==> config.mk <==
export PLATFORM = sky130hd
export DESIGN_NAME = pipe_stage_elastic
export DESIGN_NICKNAME = d
export VERILOG_FILES = /design/src/rtl/pipe_pkg.sv /design/src/rtl/pipe_skid_slice.sv /design/src/rtl/pipe_stage_elastic.sv
export SDC_FILE = /design/constraint.sdc
export NUM_CORES = 1
export LEC_CHECK = 0
export BUFFER_PORTS_ARGS = -buffer_cell sky130_fd_sc_hd__buf_2
export CAP_MARGIN = 20
export CELL_PAD_IN_SITES_DETAIL_PLACEMENT = 1
export CELL_PAD_IN_SITES_GLOBAL_PLACEMENT = 2
export CORE_ASPECT_RATIO = 2
export CORE_UTILIZATION = 30
export CTS_CLUSTER_DIAMETER = 120
export DETAILED_ROUTE_END_ITERATION = 8
export PLACE_DENSITY = 0.71
export SLEW_MARGIN = 10
export SYNTH_ARGS = -nofsm -noshare
export SYNTH_HDL_FRONTEND = slang
export SYNTH_SLANG_ARGS = --single-unit
==> constraint.sdc <==
create_clock -name clk -period 1.9 [get_ports clk]
set_input_delay 0.19 -clock clk [delete_from_list [all_inputs] [get_ports clk]]
set_output_delay 0.19 -clock clk [all_outputs]
set_load 0.05 [all_outputs]
==> src/rtl/pipe_pkg.sv <==
// ------------------------------------------------------------------
// pipe_pkg: field widths, slice state encoding and EX/MEM pack helpers.
// Rev 1.0
// ------------------------------------------------------------------
`default_nettype none

package pipe_pkg;

  localparam int WB_W         = 4;
  localparam int MEM_W        = 2;
  localparam int WORD_W       = 32;
  localparam int REG_ADDR_W   = 5;
  localparam int EXMEM_CTRL_W = WB_W + MEM_W;
  localparam int EXMEM_DATA_W = 1 + 2 * WORD_W + REG_ADDR_W;

  localparam int SLICE_ST_W = 2;
  localparam logic [SLICE_ST_W-1:0] ST_EMPTY = 2'd0;
  localparam logic [SLICE_ST_W-1:0] ST_ONE   = 2'd1;
  localparam logic [SLICE_ST_W-1:0] ST_FULL  = 2'd2;

  typedef struct packed {
    logic                  zero;
    logic [WORD_W-1:0]     alu;
    logic [WORD_W-1:0]     write_d;
    logic [REG_ADDR_W-1:0] rd;
  } exmem_data_t;

  function automatic logic [EXMEM_DATA_W-1:0] pack_exmem(input exmem_data_t f);
    return {f.zero, f.alu, f.write_d, f.rd};
  endfunction

  function automatic exmem_data_t unpack_exmem(input logic [EXMEM_DATA_W-1:0] v);
    exmem_data_t f;
    f.zero    = v[EXMEM_DATA_W-1];
    f.alu     = v[EXMEM_DATA_W-2 -: WORD_W];
    f.write_d = v[REG_ADDR_W+WORD_W-1 -: WORD_W];
    f.rd      = v[REG_ADDR_W-1:0];
    return f;
  endfunction

endpackage

`default_nettype wire

==> src/rtl/pipe_skid_slice.sv <==
// ------------------------------------------------------------------
// pipe_skid_slice: one elastic slice (main + optional skid register).
// Rev 1.0
// ------------------------------------------------------------------
`default_nettype none

module pipe_skid_slice
  import pipe_pkg::*;
#(
  parameter int CTRL_W    = EXMEM_CTRL_W,
  parameter int DATA_W    = EXMEM_DATA_W,
  parameter bit REG_READY = 1'b1
) (
  input  logic              clk,
  input  logic              rst,
  input  logic              in_valid,
  output logic              in_ready,
  input  logic [CTRL_W-1:0] in_ctrl,
  input  logic [DATA_W-1:0] in_data,
  output logic              out_valid,
  input  logic              out_ready,
  output logic [CTRL_W-1:0] out_ctrl,
  output logic [DATA_W-1:0] out_data,
  input  logic              flush,
  output logic [1:0]        count
);

  logic [SLICE_ST_W-1:0] state_q, state_d;
  logic [CTRL_W-1:0]     main_ctrl_q, main_ctrl_d, skid_ctrl_q, skid_ctrl_d;
  logic [DATA_W-1:0]     main_data_q, main_data_d, skid_data_q, skid_data_d;
  logic                  rdy_q, rdy_d;
  logic                  accept, emit;

  assign accept = in_valid & in_ready;
  assign emit   = out_valid & out_ready;

  always_ff @(posedge clk or negedge rst) begin
    if (!rst) begin
      state_q     <= ST_EMPTY;
      rdy_q       <= 1'b0;
      main_ctrl_q <= '0;
      skid_ctrl_q <= '0;
      main_data_q <= '0;
      skid_data_q <= '0;
    end else begin
      state_q     <= state_d;
      rdy_q       <= rdy_d;
      main_ctrl_q <= main_ctrl_d;
      skid_ctrl_q <= skid_ctrl_d;
      main_data_q <= main_data_d;
      skid_data_q <= skid_data_d;
    end
  end

  // Control regs are kept zero whenever their entry is empty, so out_ctrl needs no gating.
  always_comb begin
    state_d     = state_q;
    main_ctrl_d = main_ctrl_q;
    skid_ctrl_d = skid_ctrl_q;
    main_data_d = main_data_q;
    skid_data_d = skid_data_q;
    case (state_q)
      ST_EMPTY: begin
        if (accept) begin
          state_d     = ST_ONE;
          main_ctrl_d = in_ctrl;
          main_data_d = in_data;
        end
      end
      ST_ONE: begin
        if (emit && accept) begin
          main_ctrl_d = in_ctrl;
          main_data_d = in_data;
        end else if (emit) begin
          state_d     = ST_EMPTY;
          main_ctrl_d = '0;
        end else if (accept && REG_READY) begin
          state_d     = ST_FULL;
          skid_ctrl_d = in_ctrl;
          skid_data_d = in_data;
        end
      end
      ST_FULL: begin
        if (emit) begin
          state_d     = ST_ONE;
          main_ctrl_d = skid_ctrl_q;
          main_data_d = skid_data_q;
          skid_ctrl_d = '0;
        end
      end
      default: begin
        state_d     = ST_EMPTY;
        main_ctrl_d = '0;
        skid_ctrl_d = '0;
      end
    endcase
    if (flush) begin
      state_d     = ST_EMPTY;
      main_ctrl_d = '0;
      skid_ctrl_d = '0;
      main_data_d = main_data_q;
      skid_data_d = skid_data_q;
    end
    // rdy_q also holds in_ready low through reset and releases it one edge later.
    rdy_d = REG_READY ? (state_d != ST_FULL) : 1'b1;
  end

  always_comb begin
    out_valid = (state_q != ST_EMPTY);
    out_ctrl  = main_ctrl_q;
    out_data  = main_data_q;
    in_ready  = REG_READY ? rdy_q : (rdy_q & ((state_q == ST_EMPTY) | out_ready));
    count     = (state_q == ST_FULL) ? 2'd2 : ((state_q == ST_ONE) ? 2'd1 : 2'd0);
  end

endmodule

`default_nettype wire

==> src/rtl/pipe_stage_elastic.sv <==
// ------------------------------------------------------------------
// pipe_stage_elastic: STAGES cascaded elastic slices with flush and occupancy.
// Rev 1.0
// ------------------------------------------------------------------
`default_nettype none

module pipe_stage_elastic
  import pipe_pkg::*;
#(
  parameter int CTRL_W    = EXMEM_CTRL_W,
  parameter int DATA_W    = EXMEM_DATA_W,
  parameter int STAGES    = 1,
  parameter bit REG_READY = 1'b1
) (
  input  logic                             clk,
  input  logic                             rst,
  input  logic                             in_valid,
  output logic                             in_ready,
  input  logic [CTRL_W-1:0]                in_ctrl,
  input  logic [DATA_W-1:0]                in_data,
  output logic                             out_valid,
  input  logic                             out_ready,
  output logic [CTRL_W-1:0]                out_ctrl,
  output logic [DATA_W-1:0]                out_data,
  input  logic                             flush,
  output logic [$clog2(2*STAGES+1)-1:0]    occupancy
);

  localparam int OCC_W   = $clog2(2 * STAGES + 1);
  localparam int MAX_OCC = REG_READY ? 2 * STAGES : STAGES;

  logic              chain_valid [STAGES+1];
  logic              chain_ready [STAGES+1];
  logic [CTRL_W-1:0] chain_ctrl  [STAGES+1];
  logic [DATA_W-1:0] chain_data  [STAGES+1];
  logic [1:0]        slice_count [STAGES];
  logic [OCC_W-1:0]  occ_sum;

  assign chain_valid[0]      = in_valid;
  assign chain_ctrl[0]       = in_ctrl;
  assign chain_data[0]       = in_data;
  assign in_ready            = chain_ready[0];
  assign chain_ready[STAGES] = out_ready;
  assign out_valid           = chain_valid[STAGES];
  assign out_ctrl            = chain_ctrl[STAGES];
  assign out_data            = chain_data[STAGES];

  generate
    for (genvar i = 0; i < STAGES; i++) begin : g_slice
      pipe_skid_slice #(
        .CTRL_W    (CTRL_W),
        .DATA_W    (DATA_W),
        .REG_READY (REG_READY)
      ) u_slice (
        .clk       (clk),
        .rst       (rst),
        .in_valid  (chain_valid[i]),
        .in_ready  (chain_ready[i]),
        .in_ctrl   (chain_ctrl[i]),
        .in_data   (chain_data[i]),
        .out_valid (chain_valid[i+1]),
        .out_ready (chain_ready[i+1]),
        .out_ctrl  (chain_ctrl[i+1]),
        .out_data  (chain_data[i+1]),
        .flush     (flush),
        .count     (slice_count[i])
      );
    end
  endgenerate

  always_comb begin
    occ_sum = '0;
    for (int i = 0; i < STAGES; i++) begin
      occ_sum = occ_sum + OCC_W'(slice_count[i]);
    end
  end

  assign occupancy = occ_sum;

  a_occ_max: assert property (@(posedge clk) disable iff (!rst) occupancy <= OCC_W'(MAX_OCC));

endmodule

`default_nettype wire
==> impl_metrics.csv <==
group,metric,value,unit
status,status,"finished, final reports clean",
sta,skew,0.00812,ns
yosys,synthFlopType,"dfrtp_1",
global_routing,grt_first_pass_wirelength,28800,µm
placed_design,post-place-ws,0.195,ns
run,cap_violations,0,
worst_setup_path,crit_path_start_kind,"flop",
pwr,swShare,0.339,
floorplan,dieArea,22900,µm²
sta,report.final.slew_viol_count,0,
hold_path,hold_path_class,"primary input to flop",
worst_setup_path,critPathCapture,"out_valid",
yosys,synth_edf_count,0,
floorplan,fp.dieH,213,µm
sta,finalHoldViolCount,0,
clock_network,h-tree-depth,4,
clock_network,cts-root-buf,"clkbuf_16",
global_routing,grt_overflow_total,0,
floorplan,die_x,108,µm
sta,slew_headroom,0.663,
sta,finalCriticalPeriod,1.84,ns
finish,fill_cells,2379,
worst_setup_path,worstPathArrival,1.65,ns
detailed_routing,wl,18700,µm
global_routing,grt_use_total,0.168,
placed_design,post-place-cells,946,
worst_setup_path,end_kind,"primary output",
global_routing,grt_pass1_vias,5521,
yosys,synthArstFlopShare,1.00,
yosys,yosysSeqAreaShare,0.581,
yosys,ys_ff_latch,155,
detailed_routing,routed_via_density,4.84,
detailed_routing,wl_per_cell,18.5,µm
clock_network,cts_tree,"yes",
worst_setup_path,rrSetupSlack,0.13,ns
finish,nets,806,
clock_network,clk_pin_slew,0.06,ns
global_routing,antenna_found_initial,0,
placed_design,gp_congestion,0.747,
yosys,synth_nets,617,
pwr,pwr-share-comb,0.264,
clock_network,clkSinkCount,155,
yosys,ys_types,31,
clock_network,cts_buffers,17,
worst_setup_path,startpoint,"g_slice[0].u_slice.state_q[1]",
worst_setup_path,r2r-end,"g_slice[0].u_slice.out_data[9]",
pwr,leakagePower,0.00446,µW
pwr,clkPwrFrac,0.326,
worst_setup_path,r2r-start,"g_slice[0].u_slice.state_q[1]",
detailed_routing,drtPass1Iterations,4,
sta,setup_viol,0,
floorplan,io-pin-count,161,
clock_network,cts.path.max_buffers,2,
pwr,power.density,1240,nW/µm²
worst_setup_path,critPathMaxFanout,9,
floorplan,start_util,0.308,
yosys,yosysWarnings,0,
worst_setup_path,rr_worst_depth,6,
pwr,seq_power_share,0.410,
finish,area_growth,32.9,%
worst_setup_path,crit_type,"flop to primary output",
finish,drive_gt1_frac,0.390,
detailed_routing,vias,4892,
floorplan,num_rows,76,
placed_design,dp_hpwl,12700,µm
placed_design,portBuffers,160,
yosys,syn_area,6680,µm²
yosys,synth_cells,536,
detailed_routing,drtAntennaViolNets,0,
pwr,netSwitchingPower,3740,µW
finish,mostFrequentLayoutCell,"buf_2",
detailed_routing,route.detailed.drc,0,
global_routing,grt_max_degree,73,
finish,fin_cells,1011,
detailed_routing,first_iter_violations,132,
sta,rsz0062_at_grt,"no",
clock_network,insertion_delay,0.42,ns
yosys,avgSynthCellArea,12.5,µm²
sta,post-route-period-util,0.966,
pwr,ir_drop,0.000591,V
finish,final_cell_mix,"buf_2, dfrtp_1, mux2i_1, nor2_1, a21oi_1",
sta,worst_pin_slew,0.506,ns
sta,setup_tns,0,ns
sta,fin_ws,0.0643,ns
finish,utilization,0.410,
sta,max_freq,545,MHz
floorplan,core_area,21700,µm²
pwr,p_int,7280,µW
finish,antenna_cells,0,
worst_setup_path,cp.required,1.71,ns
power by group through the flow:
stage	logic (µW)	registers [µW]	clock network (µW)
5_1_grt	3120	4610	3820
3_5_place_dp	2860	4580	0
2_1_floorplan	942	5580	0
6_report	2910	4520	3600
4_1_cts	2920	4530	3700
3_3_place_gp	2760	4510	0
repair_timing:
action | CTS | global route
hold endpoints to repair | 72 | 0
buffers inserted | 1 | 3
gates resized for setup | 8 | 1
gates cloned | 1 | 1
endpoints found under the setup margin | 3 | 6
pin swaps | 0 | 1
hold buffers | 27 | 0
worst min path at each step:
stage / end / from / depth (start not counted)
6_report: g_slice[0].u_slice.skid_data_q[18] / in_data[18] / 2
5_1_grt: g_slice[0].u_slice.skid_data_q[68] / in_data[68] / 2
4_1_cts: g_slice[0].u_slice.skid_data_q[18] / in_data[18] / 2
3_5_place_dp: g_slice[0].u_slice.skid_data_q[1] / rst / 1
3_3_place_gp: g_slice[0].u_slice.skid_data_q[1] / rst / 1
2_1_floorplan: g_slice[0].u_slice.in_ready / rst / 0
flip-flops by register name, summed over array words and instances (netlist names):
| name | cells |
|---|---|
| g_slice.u_slice.in_ready | 1 |
| g_slice.u_slice.out_ctrl | 6 |
| g_slice.u_slice.out_data | 70 |
| g_slice.u_slice.skid_ctrl_q | 6 |
| g_slice.u_slice.skid_data_q | 70 |
| g_slice.u_slice.state_q | 2 |
kinds of logic (layout without fill, tap and decap cells):
| family | Yosys count | in the layout | share of synthesized area |
|---|---|---|---|
| AND/OR/NAND/NOR | 94 | 94 | 0.0661 |
| AO/OA/AOI/OAI | 88 | 88 | 0.0751 |
| buffers and inverters | 47 | 249 | 0.0363 |
| multiplexers | 152 | 152 | 0.242 |
| flip-flops | 155 | 155 | 0.581 |
through the flow:
step | area (µm²) | hold slack (ns) | total power, µW
floorplan | 6680 | -0.106 | 6530
global placement | 7860 | 0.174 | 7270
detailed placement | 7860 | 0.181 | 7440
CTS | 8820 | 0.000993 | 11100
global route | 8880 | 0.00709 | 11500
finish | 8880 | 0.0234 | 11000
metal layers:
layer	vias to the layer above	global-route usage	wire length (µm)
met3	31	0.0327	650
met4	0	0.0808	580
met2	109	0.326	10900
li1	2271	-	-
met5	-	0	0
met1	2481	0.166	6550
area by class of cell:
cell class                      instances  area (µm²)  share of cell area
Inverter                                9        33.8             0.00380
Clock inverter                         11         169              0.0190
Timing Repair Buffer                  208        1400               0.158
Multi-Input combinational cell        334        2610               0.293
Sequential cell                       155        3880               0.437
Clock buffer                           21         450              0.0507
Tap cell                              273         342              0.0385
cells in the mapped netlist (2+ instances only):
library cell	n	area share
nand2b_1	2	0.0019
o41ai_1	5	0.0066
mux2_1	8	0.013
nand2_1	3	0.0017
dfrtp_1	155	0.58
o32ai_1	6	0.0079
buf_6	3	0.0051
nand3_1	2	0.0015
and3b_1	2	0.0026
clkbuf_1	2	0.0011
nand3b_1	7	0.0079
nor2_1	71	0.040
mux2i_1	76	0.11
a21oi_1	71	0.053
inv_1	9	0.0051
buf_2	32	0.024
mux2_2	68	0.11
critical path, stage by stage (launching register included):
cell,delay [ns]
dfrtp_2,0.41
buf_4,0.15
buf_4,0.18
or2_2,0.30
buf_4,0.20
No activity file was read; power rests on OpenSTA's default activity.
